File: src/rtl/serial_addsub_pkg.sv
// Shared definitions for the digit-serial adder/subtractor: FSM encoding
// and the step-count derivation.
package serial_addsub_pkg;

  typedef enum logic [1:0] {
    IDLE = 2'd0,
    RUN  = 2'd1,
    DONE = 2'd2
  } state_t;

  function automatic int calc_steps(input int width, input int digit);
    return width / digit;
  endfunction

endpackage

File: src/rtl/serial_addsub_if.sv
// Request/response bundle for serial_addsub: operands in, start/busy/done
// handshake, result with carry and signed overflow out.
interface serial_addsub_if #(
  parameter int WIDTH = 8
);
  logic             start;
  logic             sub;
  logic [WIDTH-1:0] A;
  logic [WIDTH-1:0] B;
  logic             busy;
  logic             done;
  logic [WIDTH-1:0] S;
  logic             Cout;
  logic             OV;

  modport master (
    output start, sub, A, B,
    input  busy, done, S, Cout, OV
  );

  modport slave (
    input  start, sub, A, B,
    output busy, done, S, Cout, OV
  );
endinterface

File: src/rtl/full_adder.sv
// Single-bit full adder cell.
module full_adder (
  input  logic a,
  input  logic b,
  input  logic cin,
  output logic s,
  output logic cout
);
  assign s    = a ^ b ^ cin;
  assign cout = (a & b) | (cin & (a ^ b));
endmodule

File: src/rtl/serial_addsub_ripple_slice.sv
// DIGIT-bit ripple-carry slice built from chained full_adder cells; also
// exposes the carry into the top bit so the caller can form signed overflow.
module ripple_slice #(
  parameter int DIGIT = 1
) (
  input  logic [DIGIT-1:0] a,
  input  logic [DIGIT-1:0] b,
  input  logic             cin,
  output logic [DIGIT-1:0] s,
  output logic             cout,
  output logic             c_msb_in
);
  logic [DIGIT:0] c;

  assign c[0] = cin;

  for (genvar i = 0; i < DIGIT; i++) begin : g_fa
    full_adder u_fa (
      .a    (a[i]),
      .b    (b[i]),
      .cin  (c[i]),
      .s    (s[i]),
      .cout (c[i+1])
    );
  end

  assign cout     = c[DIGIT];
  assign c_msb_in = c[DIGIT-1];
endmodule

File: src/rtl/serial_addsub.sv
// Digit-serial two's-complement adder/subtractor: DIGIT bits per clock,
// start/busy/done handshake, result registers updated only on completion.
module serial_addsub
  import serial_addsub_pkg::*;
#(
  parameter int WIDTH = 8,
  parameter int DIGIT = 1
) (
  input logic            clk,
  input logic            rst,
  serial_addsub_if.slave bus
);
  localparam int STEPS = calc_steps(WIDTH, DIGIT);
  localparam int CNT_W = (STEPS > 1) ? $clog2(STEPS) : 1;

  state_t                 state;
  logic [WIDTH-1:0]       opa;
  logic [WIDTH-1:0]       opb;
  logic [WIDTH-1:0]       acc;
  logic                   carry;
  logic [CNT_W-1:0]       cnt;

  logic [DIGIT-1:0]       slice_s;
  logic                   slice_cout;
  logic                   slice_cmsb;
  logic [WIDTH+DIGIT-1:0] acc_cat;
  logic [WIDTH-1:0]       acc_next;
  logic                   last_step;

  ripple_slice #(.DIGIT(DIGIT)) u_slice (
    .a        (opa[DIGIT-1:0]),
    .b        (opb[DIGIT-1:0]),
    .cin      (carry),
    .s        (slice_s),
    .cout     (slice_cout),
    .c_msb_in (slice_cmsb)
  );

  // New sum digits enter at the top so the LSB digit ends up at bit 0.
  assign acc_cat   = {slice_s, acc};
  assign acc_next  = WIDTH'(acc_cat >> DIGIT);
  assign last_step = (cnt == CNT_W'(STEPS - 1));

  always_ff @(posedge clk) begin
    if (rst) begin
      state    <= IDLE;
      bus.busy <= 1'b0;
      bus.done <= 1'b0;
      bus.S    <= '0;
      bus.Cout <= 1'b0;
      bus.OV   <= 1'b0;
      carry    <= 1'b0;
      cnt      <= '0;
    end else begin
      case (state)
        IDLE: begin
          bus.done <= 1'b0;
          if (bus.start) begin
            opa      <= bus.A;
            opb      <= bus.sub ? ~bus.B : bus.B;
            carry    <= bus.sub;
            cnt      <= '0;
            bus.busy <= 1'b1;
            state    <= RUN;
          end
        end
        RUN: begin
          opa   <= opa >> DIGIT;
          opb   <= opb >> DIGIT;
          acc   <= acc_next;
          carry <= slice_cout;
          cnt   <= cnt + 1'b1;
          if (last_step) begin
            bus.S    <= acc_next;
            bus.Cout <= slice_cout;
            bus.OV   <= slice_cout ^ slice_cmsb;
            bus.done <= 1'b1;
            state    <= DONE;
          end
        end
        DONE: begin
          bus.done <= 1'b0;
          bus.busy <= 1'b0;
          state    <= IDLE;
        end
        default: begin
          bus.done <= 1'b0;
          bus.busy <= 1'b0;
          state    <= IDLE;
        end
      endcase
    end
  end
endmodule

File: src/flat_wrapper.sv
// flat-port wrapper written by rule: the top's interface ports become plain ports
module serial_addsub_flat import serial_addsub_pkg::*;
#(
  parameter int WIDTH = 8,
  parameter int DIGIT = 1
)
  (clk, rst, bus_start, bus_sub, bus_A, bus_B, bus_busy, bus_done, bus_S, bus_Cout, bus_OV);
  serial_addsub_if #(.WIDTH(WIDTH)) bus_i ();
  input logic clk;
  input logic rst;
  input wire logic [$bits(bus_i.start)-1:0] bus_start;
  input wire logic [$bits(bus_i.sub)-1:0] bus_sub;
  input wire logic [$bits(bus_i.A)-1:0] bus_A;
  input wire logic [$bits(bus_i.B)-1:0] bus_B;
  output wire logic [$bits(bus_i.busy)-1:0] bus_busy;
  output wire logic [$bits(bus_i.done)-1:0] bus_done;
  output wire logic [$bits(bus_i.S)-1:0] bus_S;
  output wire logic [$bits(bus_i.Cout)-1:0] bus_Cout;
  output wire logic [$bits(bus_i.OV)-1:0] bus_OV;
  assign bus_i.start = bus_start;
  assign bus_i.sub = bus_sub;
  assign bus_i.A = bus_A;
  assign bus_i.B = bus_B;
  assign bus_busy = bus_i.busy;
  assign bus_done = bus_i.done;
  assign bus_S = bus_i.S;
  assign bus_Cout = bus_i.Cout;
  assign bus_OV = bus_i.OV;
  serial_addsub #(.WIDTH(WIDTH), .DIGIT(DIGIT)) u_core (.clk(clk), .rst(rst), .bus(bus_i));
endmodule
File: config.mk
export PLATFORM = sky130hd
export DESIGN_NAME = serial_addsub_flat
export DESIGN_NICKNAME = d
export VERILOG_FILES = /design/src/rtl/serial_addsub_pkg.sv /design/src/rtl/serial_addsub_if.sv /design/src/rtl/full_adder.sv /design/src/rtl/serial_addsub_ripple_slice.sv /design/src/rtl/serial_addsub.sv /design/src/flat_wrapper.sv
export SDC_FILE = /design/constraint.sdc
export NUM_CORES = 1
export LEC_CHECK = 0
export ABC_AREA = 0
export BUFFER_PORTS_ARGS = -buffer_cell sky130_fd_sc_hd__buf_4
export CAP_MARGIN = 20
export CORE_UTILIZATION = 48
export CTS_BUF_LIST = sky130_fd_sc_hd__clkbuf_16
export CTS_CLUSTER_SIZE = 10
export DETAILED_ROUTE_END_ITERATION = 16
export PLACE_DENSITY = 0.8
export SYNTH_ARGS = -nofsm -noshare
export SYNTH_HDL_FRONTEND = slang
export SYNTH_SLANG_ARGS = --single-unit
File: constraint.sdc
create_clock -name clk -period 2.2 [get_ports clk]
set_input_delay 0.44 -clock clk [delete_from_list [all_inputs] [get_ports clk]]
set_output_delay 0.44 -clock clk [all_outputs]
set_load 0.01 [all_outputs]
==> results.yml <==
power:
  p_sw_share_pct: 21.4
  seq_power_share_pct: 51.5
  ir_drop_mv: 0.526
  p_sw_uw: 364
  comb_power_share_pct: 8.4
  p_total_mw: 1.70
  p_int_mw: 1.34
  leakagePower_nw: 0.802
  cellPowerDensity_nw_per_um2: 827
  power_frac_clock_pct: 40.1
synthesis:
  synth-edff-count: 23
  synth_top_cell_area_share_pct: 41.5
  yosysTopAreaCell: "edfxtp_1"
  syn_area_per_cell_sq_um: 10.9
  synthesis.area_sq_um: 1670
  yosysUniqueCellTypes: 27
  syn_nets: 176
  ys_seq_elements: 41
  ys_top_cells_by_area: "edfxtp_1 41%, dfxtp_1 22%, nand2_1 10%, xnor2_1 4.7%, a21oi_1 3.0%"
  ys_warn_count: 0
  netlist_instances: 153
  async_flop_share_pct: 0
  synth_ff_type: "edfxtp_1"
  ys_seq_area_share_pct: 63.1
floorplanning:
  die_w_microns: 60.9
  ios: 32
  num_rows: 21
  core-area_sq_um: 3340
  die_y_microns: 60.9
  die-area_sq_um: 3710
  initial_core_util_pct: 49.9
cells_and_area:
  nFillCells: 273
  nets: 207
  stdcell_area_sq_um: 2060
  diodes: 0
  layout.cells.non_filler: 231
  final_util_pct: 61.6
  layout-drive-gt1-share_pct: 22.7
  area_delta_synth_final_pct: 23.4
placement:
  hpwlAfterDp_mm: 2.03
  dp_slack_ns: 0.548
  dp_cells: 223
  portBuffers: 31
  routabilityCongestion: 0.782
  placed_cell_area_sq_um: 1920
clocking:
  clk_latency_ns: 0.28
  clockRootBuffer: "clkbuf_16"
  post_cts_resized: 0
  postCtsHoldBufs: 0
  numCtsBuffers: 5
  cts_max_path_buffers: 2
  cts_setup_buffers: 0
  path_clk_slew_ns: 0.06
  tritoncts: "done"
  cts.sinks: 41
  h-tree-depth: 2
setup_path:
  critical_path.endpoint_type: "flip-flop"
  crit_buf_inv: 0
  path_delay_family: "simple AND/OR/NAND/NOR gates"
  arrival_ns: 1.52
  critPathMaxStageDelay_ns: 0.54
  path_max_fanout: 11
  crit_slowest_cell: "nor2_1"
  start_kind: "flip-flop"
  required_ns: 2.11
  path_class: "reg2reg"
  worstPathCellList: "nand2b_1 -> nor2_1"
global_routing:
  grt_pass1_wl_mm: 4.71
  grt_start_max_net_pins: 23
  grt_use_met1_pct: 20.5
  met2_usage_pct: 30.8
  use_met3_pct: 7.89
  grt_pass1_vias: 1045
  grt_overflow: 0
  grt_usage_pct: 18.6
  grt_most_used_layer: "met2"
  antenna_found_initial: 0
route:
  firstDrtPassIters: 4
  antenna_left: 0
  wire_per_inst_microns: 12.1
  vias: 1099
  avgViaCountPerCell: 4.76
  remaining_drc_errors: 0
  wirelength_mm: 2.80
  drt_iter0_markers: 22
sta:
  clock_skew_ns: 0.00609
  final-setup-viol-count: 0
  fin_ws_ns: 0.592
  rsz0062_at_grt: "false"
  hold_viol: 0
  max_slew.worst_pin.slew_ns: 0.596
  tns_ns: 0
  period_minus_slack_ns: 1.61
  max_slew_margin_pct: 60.1
  whs_ns: 0.422
  post-route-period-util_pct: 73.1
  slew_violations: 0
  fmax_mhz: 622
run_status:
  run_status: "finished, final reports clean"
min_path:
  hold_path.class: "in2reg"
job:
  drv_cap: 0
-- state kept, by name, summed over array words and instances (netlist names) --
signal and count:
u_core.acc 7, u_core.bus.Cout 1, u_core.bus.OV 1, u_core.bus.S 8, u_core.bus.busy 1, u_core.bus.done 1
u_core.carry 1, u_core.cnt 3, u_core.opa 8, u_core.opb 8, u_core.state 2
-- layout by cell type (no fill, tap or decap) --
master | synthesis | final
edfxtp_1 | 23 | 23
nor3_2 | 0 | 1
o21bai_1 | 1 | 1
a211oi_2 | 1 | 1
nand2b_1 | 1 | 1
ha_1 | 2 | 2
and2_1 | 1 | 1
nand3b_1 | 1 | 1
clkinv_2 | 0 | 1
a22oi_1 | 2 | 2
clkbuf_16 | 0 | 5
nor2b_1 | 3 | 3
o21a_1 | 1 | 1
or4b_1 | 1 | 1
and3b_1 | 1 | 1
nor3_1 | 4 | 3
inv_1 | 1 | 1
fa_1 | 1 | 1
mux2i_1 | 1 | 1
dfxtp_1 | 18 | 18
buf_4 | 3 | 33
o21ai_1 | 7 | 7
nor2_1 | 8 | 8
nand2_1 | 46 | 46
o221a_2 | 1 | 1
xnor2_1 | 9 | 9
clkinv_1 | 0 | 2
a21oi_1 | 10 | 10
-- worst register-to-register path, cell delays in order (launching register included) --
cell and delay (ns):
dfxtp_1 0.44, nand2b_1 0.26, nor2_1 0.54
-- worst paths after layout --
path	startpoint	to	slack (ns)	cells past startpoint
hold / removal	bus_A[3]	u_core.opa[3]$_DFFE_PP_	0.42	3
setup reg to reg	u_core.state[0]$_SDFFE_PP0P_	u_core.acc[5]$_DFFE_PP_	0.59	2
setup / recovery	u_core.state[0]$_SDFFE_PP0P_	u_core.acc[5]$_DFFE_PP_	0.59	2
hold reg to reg	u_core.acc[7]$_DFFE_PP_	u_core.acc[6]$_DFFE_PP_	0.45	0
-- cell usage after synthesis, types with 2 or more instances --
| cell | count |
|---|---|
| buf_4 | 3 |
| nor2b_1 | 3 |
| edfxtp_1 | 23 |
| nand2_1 | 46 |
| xnor2_1 | 9 |
| buf_2 | 4 |
| dfxtp_1 | 18 |
| nor2_1 | 8 |
| ha_1 | 2 |
| o21ai_1 | 7 |
| nor3_1 | 4 |
| a21oi_1 | 10 |
| a22oi_1 | 2 |
-- cell families (layout without fill, tap and decap cells) --
group           Yosys count  count (layout)  share of synthesized area (%)
simple gates             66              66                           16.8
flops                    41              41                           63.1
compound gates           23              23                           8.34
buf+inv                  10              42                           3.68
xor+xnor                  9               9                           4.73
fa+ha+maj                 3               3                           2.70
mux                       1               1                          0.601
-- power by group through the flow --
stage	Clock [mW]	Sequential [mW]	Combinational, mW
floorplan	0	0.885	0.104
global placement	0	0.889	0.138
detailed placement	0	0.892	0.145
CTS	0.692	0.876	0.145
global route	0.726	0.880	0.163
finish	0.682	0.875	0.143
-- layer usage --
| metal | share of wire (%) | up-vias |
|---|---|---|
| li1 | - | 579 |
| met1 | 43 | 478 |
| met2 | 49 | 35 |
| met3 | 5.5 | 7 |
| met4 | 2.7 | 0 |
| met5 | 0 | - |
-- area by class of cell --
cell class              count  area (sq um)  share of cell area (%)
flip-flops and latches     41          1050                    51.1
multi-input cells         102           558                    27.1
repair buffers             33           248                    12.1
clock buffers               5           125                    6.09
well taps                  46          57.6                    2.80
clock inverters             3          12.5                   0.609
inverters                   1          3.75                   0.183
Note: power is estimated with default switching activity, not from simulation.
